<file path="src/rtl/axi4_lite_slave_regs.sv">
// AXI4-Lite slave exposing NUM_REGS 32-bit registers with independent read/write FSMs.
// Optional byte-lane write masking is enabled by defining AXI_SLAVE_WSTRB_EN.
`timescale 1ns/1ps

module axi4_lite_slave_regs #(
  parameter int NUM_REGS = 8
) (
  input  logic                    clk,
  input  logic                    rst,
  input  logic [31:0]             S_AXI_AWADDR,
  input  logic                    S_AXI_AWVALID,
  output logic                    S_AXI_AWREADY,
  input  logic [31:0]             S_AXI_WDATA,
  input  logic [3:0]              S_AXI_WSTRB,
  input  logic                    S_AXI_WVALID,
  output logic                    S_AXI_WREADY,
  output logic [1:0]              S_AXI_BRESP,
  output logic                    S_AXI_BVALID,
  input  logic                    S_AXI_BREADY,
  input  logic [31:0]             S_AXI_ARADDR,
  input  logic                    S_AXI_ARVALID,
  output logic                    S_AXI_ARREADY,
  output logic [31:0]             S_AXI_RDATA,
  output logic [1:0]              S_AXI_RRESP,
  output logic                    S_AXI_RVALID,
  input  logic                    S_AXI_RREADY,
  output logic [NUM_REGS*32-1:0]  Reg_Out,
  output logic                    Wr_Pulse,
  output logic [3:0]              Wr_Index
);

  localparam int IDX_W = $clog2(NUM_REGS);

  // Handshake rule on every channel: a beat transfers on a rising edge where
  // VALID and READY are both 1; a raised VALID and its payload hold until then.
  typedef enum logic {W_IDLE, W_RESP} wr_state_t;
  typedef enum logic {R_IDLE, R_DATA} rd_state_t;

  wr_state_t   r_wr_state;
  rd_state_t   r_rd_state;
  logic [31:0] r_regs [NUM_REGS];
  logic        r_aw_done;
  logic        r_w_done;
  logic [31:0] r_awaddr;
  logic [31:0] r_wdata;
  logic [3:0]  r_wstrb;
  logic        r_bvalid;
  logic [1:0]  r_bresp;
  logic        r_wr_pulse;
  logic [3:0]  r_wr_index;
  logic        r_rvalid;
  logic [1:0]  r_rresp;
  logic [31:0] r_rdata;

  logic             w_aw_hs;
  logic             w_w_hs;
  logic             w_ar_hs;
  logic             w_wr_commit;
  logic [31:0]      w_wr_addr;
  logic [31:0]      w_wr_data;
  logic [3:0]       w_wr_strb;
  logic [31:0]      w_wr_word;
  logic [IDX_W-1:0] w_wr_idx;
  logic             w_wr_in_range;
  logic [IDX_W-1:0] w_rd_idx;
  logic             w_rd_in_range;
  logic             w_unused;

  assign S_AXI_AWREADY = (r_wr_state == W_IDLE) && !r_aw_done;
  assign S_AXI_WREADY  = (r_wr_state == W_IDLE) && !r_w_done;
  assign S_AXI_ARREADY = (r_rd_state == R_IDLE);
  assign S_AXI_BVALID  = r_bvalid;
  assign S_AXI_BRESP   = r_bresp;
  assign S_AXI_RVALID  = r_rvalid;
  assign S_AXI_RRESP   = r_rresp;
  assign S_AXI_RDATA   = r_rdata;
  assign Wr_Pulse      = r_wr_pulse;
  assign Wr_Index      = r_wr_index;

  assign w_aw_hs = S_AXI_AWVALID && S_AXI_AWREADY;
  assign w_w_hs  = S_AXI_WVALID && S_AXI_WREADY;
  assign w_ar_hs = S_AXI_ARVALID && S_AXI_ARREADY;

  // A beat arriving this cycle is used directly so the commit happens on the
  // same edge as the last handshake, giving BVALID one cycle later.
  assign w_wr_addr     = r_aw_done ? r_awaddr : S_AXI_AWADDR;
  assign w_wr_data     = r_w_done ? r_wdata : S_AXI_WDATA;
  assign w_wr_strb     = r_w_done ? r_wstrb : S_AXI_WSTRB;
  assign w_wr_commit   = (r_wr_state == W_IDLE) && (r_aw_done || w_aw_hs) && (r_w_done || w_w_hs);
  assign w_wr_idx      = w_wr_addr[IDX_W+1:2];
  assign w_wr_in_range = (w_wr_addr[31:IDX_W+2] == '0);
  assign w_rd_idx      = S_AXI_ARADDR[IDX_W+1:2];
  assign w_rd_in_range = (S_AXI_ARADDR[31:IDX_W+2] == '0);

`ifdef AXI_SLAVE_WSTRB_EN
  always_comb begin
    w_wr_word = r_regs[w_wr_idx];
    for (int b = 0; b < 4; b++) begin
      if (w_wr_strb[b]) w_wr_word[8*b +: 8] = w_wr_data[8*b +: 8];
    end
  end
  assign w_unused = ^{w_wr_addr[1:0], S_AXI_ARADDR[1:0]};
`else
  assign w_wr_word = w_wr_data;
  assign w_unused  = ^{w_wr_addr[1:0], S_AXI_ARADDR[1:0], w_wr_strb};
`endif

  for (genvar g = 0; g < NUM_REGS; g++) begin : g_reg_out
    assign Reg_Out[32*g +: 32] = r_regs[g];
  end

  always_ff @(posedge clk or posedge rst) begin
    if (rst) begin
      r_wr_state <= W_IDLE;
      r_aw_done  <= 1'b0;
      r_w_done   <= 1'b0;
      r_awaddr   <= '0;
      r_wdata    <= '0;
      r_wstrb    <= '0;
      r_bvalid   <= 1'b0;
      r_bresp    <= 2'b00;
      r_wr_pulse <= 1'b0;
      r_wr_index <= '0;
      for (int i = 0; i < NUM_REGS; i++) r_regs[i] <= '0;
    end else begin
      r_wr_pulse <= 1'b0;
      case (r_wr_state)
        W_IDLE: begin
          if (w_wr_commit) begin
            r_aw_done  <= 1'b0;
            r_w_done   <= 1'b0;
            r_bvalid   <= 1'b1;
            r_wr_state <= W_RESP;
            if (w_wr_in_range) begin
              r_regs[w_wr_idx] <= w_wr_word;
              r_wr_pulse       <= 1'b1;
              r_wr_index       <= 4'(w_wr_idx);
              r_bresp          <= 2'b00;
            end else begin
              r_bresp <= 2'b10;
            end
          end else begin
            if (w_aw_hs) begin
              r_aw_done <= 1'b1;
              r_awaddr  <= S_AXI_AWADDR;
            end
            if (w_w_hs) begin
              r_w_done <= 1'b1;
              r_wdata  <= S_AXI_WDATA;
              r_wstrb  <= S_AXI_WSTRB;
            end
          end
        end
        W_RESP: begin
          if (S_AXI_BREADY) begin
            r_bvalid   <= 1'b0;
            r_aw_done  <= 1'b0;
            r_w_done   <= 1'b0;
            r_wr_state <= W_IDLE;
          end
        end
        default: r_wr_state <= W_IDLE;
      endcase
    end
  end

  // r_regs is sampled before the write block's non-blocking update lands,
  // so a same-cycle write to the read register returns the old value.
  always_ff @(posedge clk or posedge rst) begin
    if (rst) begin
      r_rd_state <= R_IDLE;
      r_rvalid   <= 1'b0;
      r_rresp    <= 2'b00;
      r_rdata    <= '0;
    end else begin
      case (r_rd_state)
        R_IDLE: begin
          if (w_ar_hs) begin
            r_rvalid   <= 1'b1;
            r_rd_state <= R_DATA;
            if (w_rd_in_range) begin
              r_rdata <= r_regs[w_rd_idx];
              r_rresp <= 2'b00;
            end else begin
              r_rdata <= '0;
              r_rresp <= 2'b10;
            end
          end
        end
        R_DATA: begin
          if (S_AXI_RREADY) begin
            r_rvalid   <= 1'b0;
            r_rd_state <= R_IDLE;
          end
        end
        default: r_rd_state <= R_IDLE;
      endcase
    end
  end

endmodule

</file>
<file path="config.mk">
export PLATFORM = sky130hd
export DESIGN_NAME = axi4_lite_slave_regs
export DESIGN_NICKNAME = d
export VERILOG_FILES = /design/src/rtl/axi4_lite_slave_regs.sv
export SDC_FILE = /design/constraint.sdc
export NUM_CORES = 1
export LEC_CHECK = 0
export ABC_AREA = 1
export CAP_MARGIN = 10
export CORE_ASPECT_RATIO = 1.75
export CORE_MARGIN = 5
export CORE_UTILIZATION = 52
export CTS_BUF_LIST = sky130_fd_sc_hd__clkbuf_4
export CTS_CLUSTER_SIZE = 28
export DETAILED_ROUTE_END_ITERATION = 10
export PLACE_DENSITY = 0.82
export SETUP_SLACK_MARGIN = 0.05
export SLEW_MARGIN = 20
export SYNTH_ARGS = -nofsm -noshare
export SYNTH_HDL_FRONTEND = slang
export SYNTH_SLANG_ARGS = --single-unit
</file>
<file path="constraint.sdc">
create_clock -name clk -period 15.32 [get_ports clk]
set_clock_uncertainty 0.15 [all_clocks]
set_input_delay 1.532 -clock clk [delete_from_list [all_inputs] [get_ports clk]]
set_output_delay 1.532 -clock clk [all_outputs]
set_load 0.05 [all_outputs]
</file>
==> impl_metrics.tcl <==
set metrics [dict create \
    max_slew_margin_pct 23.1 \
    final_layout_size_suffix_gt1_share_pct 7.19 \
    mapped_avg_cell_area_um2 7.97 \
    dieArea_um2 38500 \
    routedWlPerCell_um 20.9 \
    layout.cells.most_common "sky130_fd_sc_hd__nand2_1" \
    timing.final.crit_period_ns 4.79 \
    cts_sinks 362 \
    critPathArrivalTime_ns 5.31 \
    cts_hold_buf 0 \
    static-leakage-power_nw 11.2 \
    dieWidth_um 150 \
    status "completed" \
    largest_net_degree_at_the_start_of_global_routing 133 \
    io_pins 409 \
    worstSetupEndpointType "flip-flop" \
    hold_depth 1 \
    num_vias 18159 \
    place_hpwl_um 42900 \
    nNetsFinal 2678 \
    grtUsageMet2_pct 50.2 \
    grt_antenna_before_repair 1 \
    dpl_cells 2945 \
    ys_seq_elements 362 \
    globalRouteOverflowTotal 0 \
    grt_pass1_wl_um 99500 \
    worst_max_slew_pin_slew_ns 1.15 \
    die_height_um 256 \
    clock_tree_from_tritoncts "yes" \
    data_required_critical_path_ns 15.83 \
    clock_latency_ns 0.77 \
    area.sequential_um2 9060 \
    timing.final.crit_share_pct 31.3 \
    drt_first_pass_iters 6 \
    floorplan.core_area_um2 34300 \
    synth.area.top_cells "sky130_fd_sc_hd__dfrtp_1 50%, sky130_fd_sc_hd__nand2_1 17%, sky130_fd_sc_hd__nand4_1 9.2%, sky130_fd_sc_hd__nor2_1 4.5%, sky130_fd_sc_hd__o21ai_0 4.2%" \
    min_delay_worst_endpoint "S_AXI_RVALID$_DFFE_PP0P_" \
    ys.warnings.count 0 \
    htree_num_levels 3 \
    drt_drc_violations_left 0 \
    clkTransAtPathRegs_ns 0.06 \
    crit_fanout 108 \
    grt_util_met3_pct 9.74 \
    layout.cells.non_filler 3077 \
    finalHoldViolations 0 \
    grt.met1_usage_pct 40.3 \
    num_rows 90 \
    fin_worst_hold_slack_ns 0.300 \
    post-synth-top-area-cell "sky130_fd_sc_hd__dfrtp_1" \
    post_cts.repair.setup_buffers 0 \
    grtUsageTotal_pct 33.0 \
    reg2reg_to "Reg_Out[78]$_DFFE_PP0P_" \
    wirelength_um 64400 \
    fmax_mhz 209 \
    syn_area_um2 18000 \
    area_taken_by_multi_input_logic_gates_um2 7650 \
    final-setup-viol-count 0 \
    reg2regPathDepth 7 \
    commonest_cells_after_routing_fill_and_taps_aside "793 x sky130_fd_sc_hd__nand2_1, 395 x sky130_fd_sc_hd__clkdlybuf4s50_1, 361 x sky130_fd_sc_hd__dfrtp_1" \
    routability_congestion_estimate_from_global_placement 0.898 \
    synth.lib_cells_used.distinct 33 \
    fin_tns_setup_ns 0 \
    regToRegSetupSlack_ns 10.68 \
    gr-max-usage-layer "met2" \
    rsz0062_at_grt "false" \
    initial_core_util_pct 52.3 \
    holdCritPathClass "flip-flop to flip-flop" \
    timing_max_transition_violations_final 0 \
    route.antenna.remaining_nets 0 \
    postCtsResizedCells 0 \
    vias_in_the_first_global_route 17399 \
    power.density_cell_area_nw_per_um2 112 \
    clock-root-buffer "sky130_fd_sc_hd__clkbuf_4" \
    routed_via_density 5.90 \
    cts-root-to-sink-buffers 3 \
    timing.hold.worst.start "r_rd_state$_DFF_PP0_" \
    crit_path_start_kind "input pin" \
    criticalPathCategory "input pin to flip-flop" \
    yosysTopAreaCellShare_pct 50.4 \
    postSynthCellCount 2253 \
    syn2layout_area_growth_pct 26.0 \
    port_buffers 397 \
    num-fill-cells 2871 \
    drt_first_iter_violations 2258 \
    critical_path.reg2reg.startpoint "r_w_done$_DFFE_PP0P_" \
    maxCapViolCount 0 \
    power.ir.vdd_worst_mv 0.143 \
    fraction_of_the_yosys_area_taken_by_sequential_cells_pct 50.4 \
    tritoncts.num_buffers 84 \
]
registers in the layout (all words and copies together), names as in the netlist:
| register | count |
|---|---|
| Wr_Index | 3 |
| S_AXI_RDATA | 32 |
| Reg_Out | 256 |
| r_w_done | 1 |
| Wr_Pulse | 1 |
| r_awaddr | 30 |
| S_AXI_RVALID | 1 |
| S_AXI_BVALID | 1 |
| S_AXI_BRESP | 1 |
| r_aw_done | 1 |
| r_wr_state | 1 |
| r_wdata | 32 |
| r_rd_state | 1 |
| S_AXI_RRESP | 1 |
cells by family after synthesis:
logic type             Yosys count  synth area share (%)
AND/OR/NAND/NOR               1375                  34.3
buffers and inverters          260                  7.06
AO/OA/AOI/OAI                  242                  7.39
multiplexers                    13                 0.815
other                            1                0.0209
flip-flops                     362                  50.4
synth_stat cells (all sizes together):
cell,instances
a32o,1
nand4,271
a22o,1
buf,83
conb,1
nor3,3
nand3b,2
a21oi,7
or2,2
nor2,219
nor3b,2
nand2,806
nand3,70
inv,76
o22ai,15
o21ai,184
dfrtp,362
o211ai,34
clkbuf,101
mux2,13
critical path: stages:
cell and delay, ns:
sky130_fd_sc_hd__clkdlybuf4s50_1 0.45, sky130_fd_sc_hd__nor3b_2 0.23, sky130_fd_sc_hd__nor2_1 0.14, sky130_fd_sc_hd__nor2_4 0.55
sky130_fd_sc_hd__nand2_1 0.19, sky130_fd_sc_hd__nor2_4 0.81, sky130_fd_sc_hd__buf_4 0.97, sky130_fd_sc_hd__nand4_1 0.21
sky130_fd_sc_hd__nand2_1 0.12
worst max-delay path by stage:
| stage | start | end | cells past startpoint |
|---|---|---|---|
| floorplan | rst | Reg_Out[0]$_DFFE_PP0P_ | 1 |
| global placement | S_AXI_AWVALID | Reg_Out[152]$_DFFE_PP0P_ | 9 |
| detailed placement | S_AXI_AWVALID | Reg_Out[173]$_DFFE_PP0P_ | 9 |
| CTS | S_AXI_AWVALID | Reg_Out[173]$_DFFE_PP0P_ | 9 |
| global route | r_w_done$_DFFE_PP0P_ | Reg_Out[235]$_DFFE_PP0P_ | 7 |
| finish | S_AXI_AWVALID | Reg_Out[78]$_DFFE_PP0P_ | 9 |
final cells by class:
class,instances,share of cell area [%]
clock inverter,12,0.199
timing repair buffer,414,18.1
inverter,76,1.33
multi-input combinational,1633,33.8
sequential,362,40.0
tap,460,2.54
antenna,3,0.0332
clock buffer,117,3.88
power by group:
group	switching [mW]	internal [mW]	leakage, nW	total, mW
Combinational	0.542	0.147	5.72	0.690
Sequential	0.0802	1.04	4.93	1.12
Clock	0.371	0.346	0.560	0.716
Total	0.993	1.53	11.2	2.53
routing by layer:
| metal | share of wire [%] | vias up | wire (um) |
|---|---|---|---|
| met5 | 0 | - | 0 |
| met4 | 7.5 | 0 | 4830 |
| met3 | 12 | 220 | 7420 |
| met2 | 46 | 1199 | 29700 |
| met1 | 35 | 8548 | 22400 |
| li1 | - | 8192 | - |
stage by stage:
| step | instance area (um^2) | power, mW | utilization, % | setup WS, ns |
|---|---|---|---|---|
| 5_1_grt | 22600 | 2.65 | 65.9 | 10.33 |
| 6_report | 22600 | 2.53 | 65.9 | 10.53 |
| 2_1_floorplan | 18000 | 1.60 | - | 3.59 |
| 4_1_cts | 22600 | 2.52 | 65.8 | 10.68 |
| 3_3_place_gp | 21700 | 1.78 | 63.1 | 10.00 |
| 3_5_place_dp | 21700 | 1.80 | 63.1 | 9.89 |
Note: power is estimated with default switching activity, not from simulation.
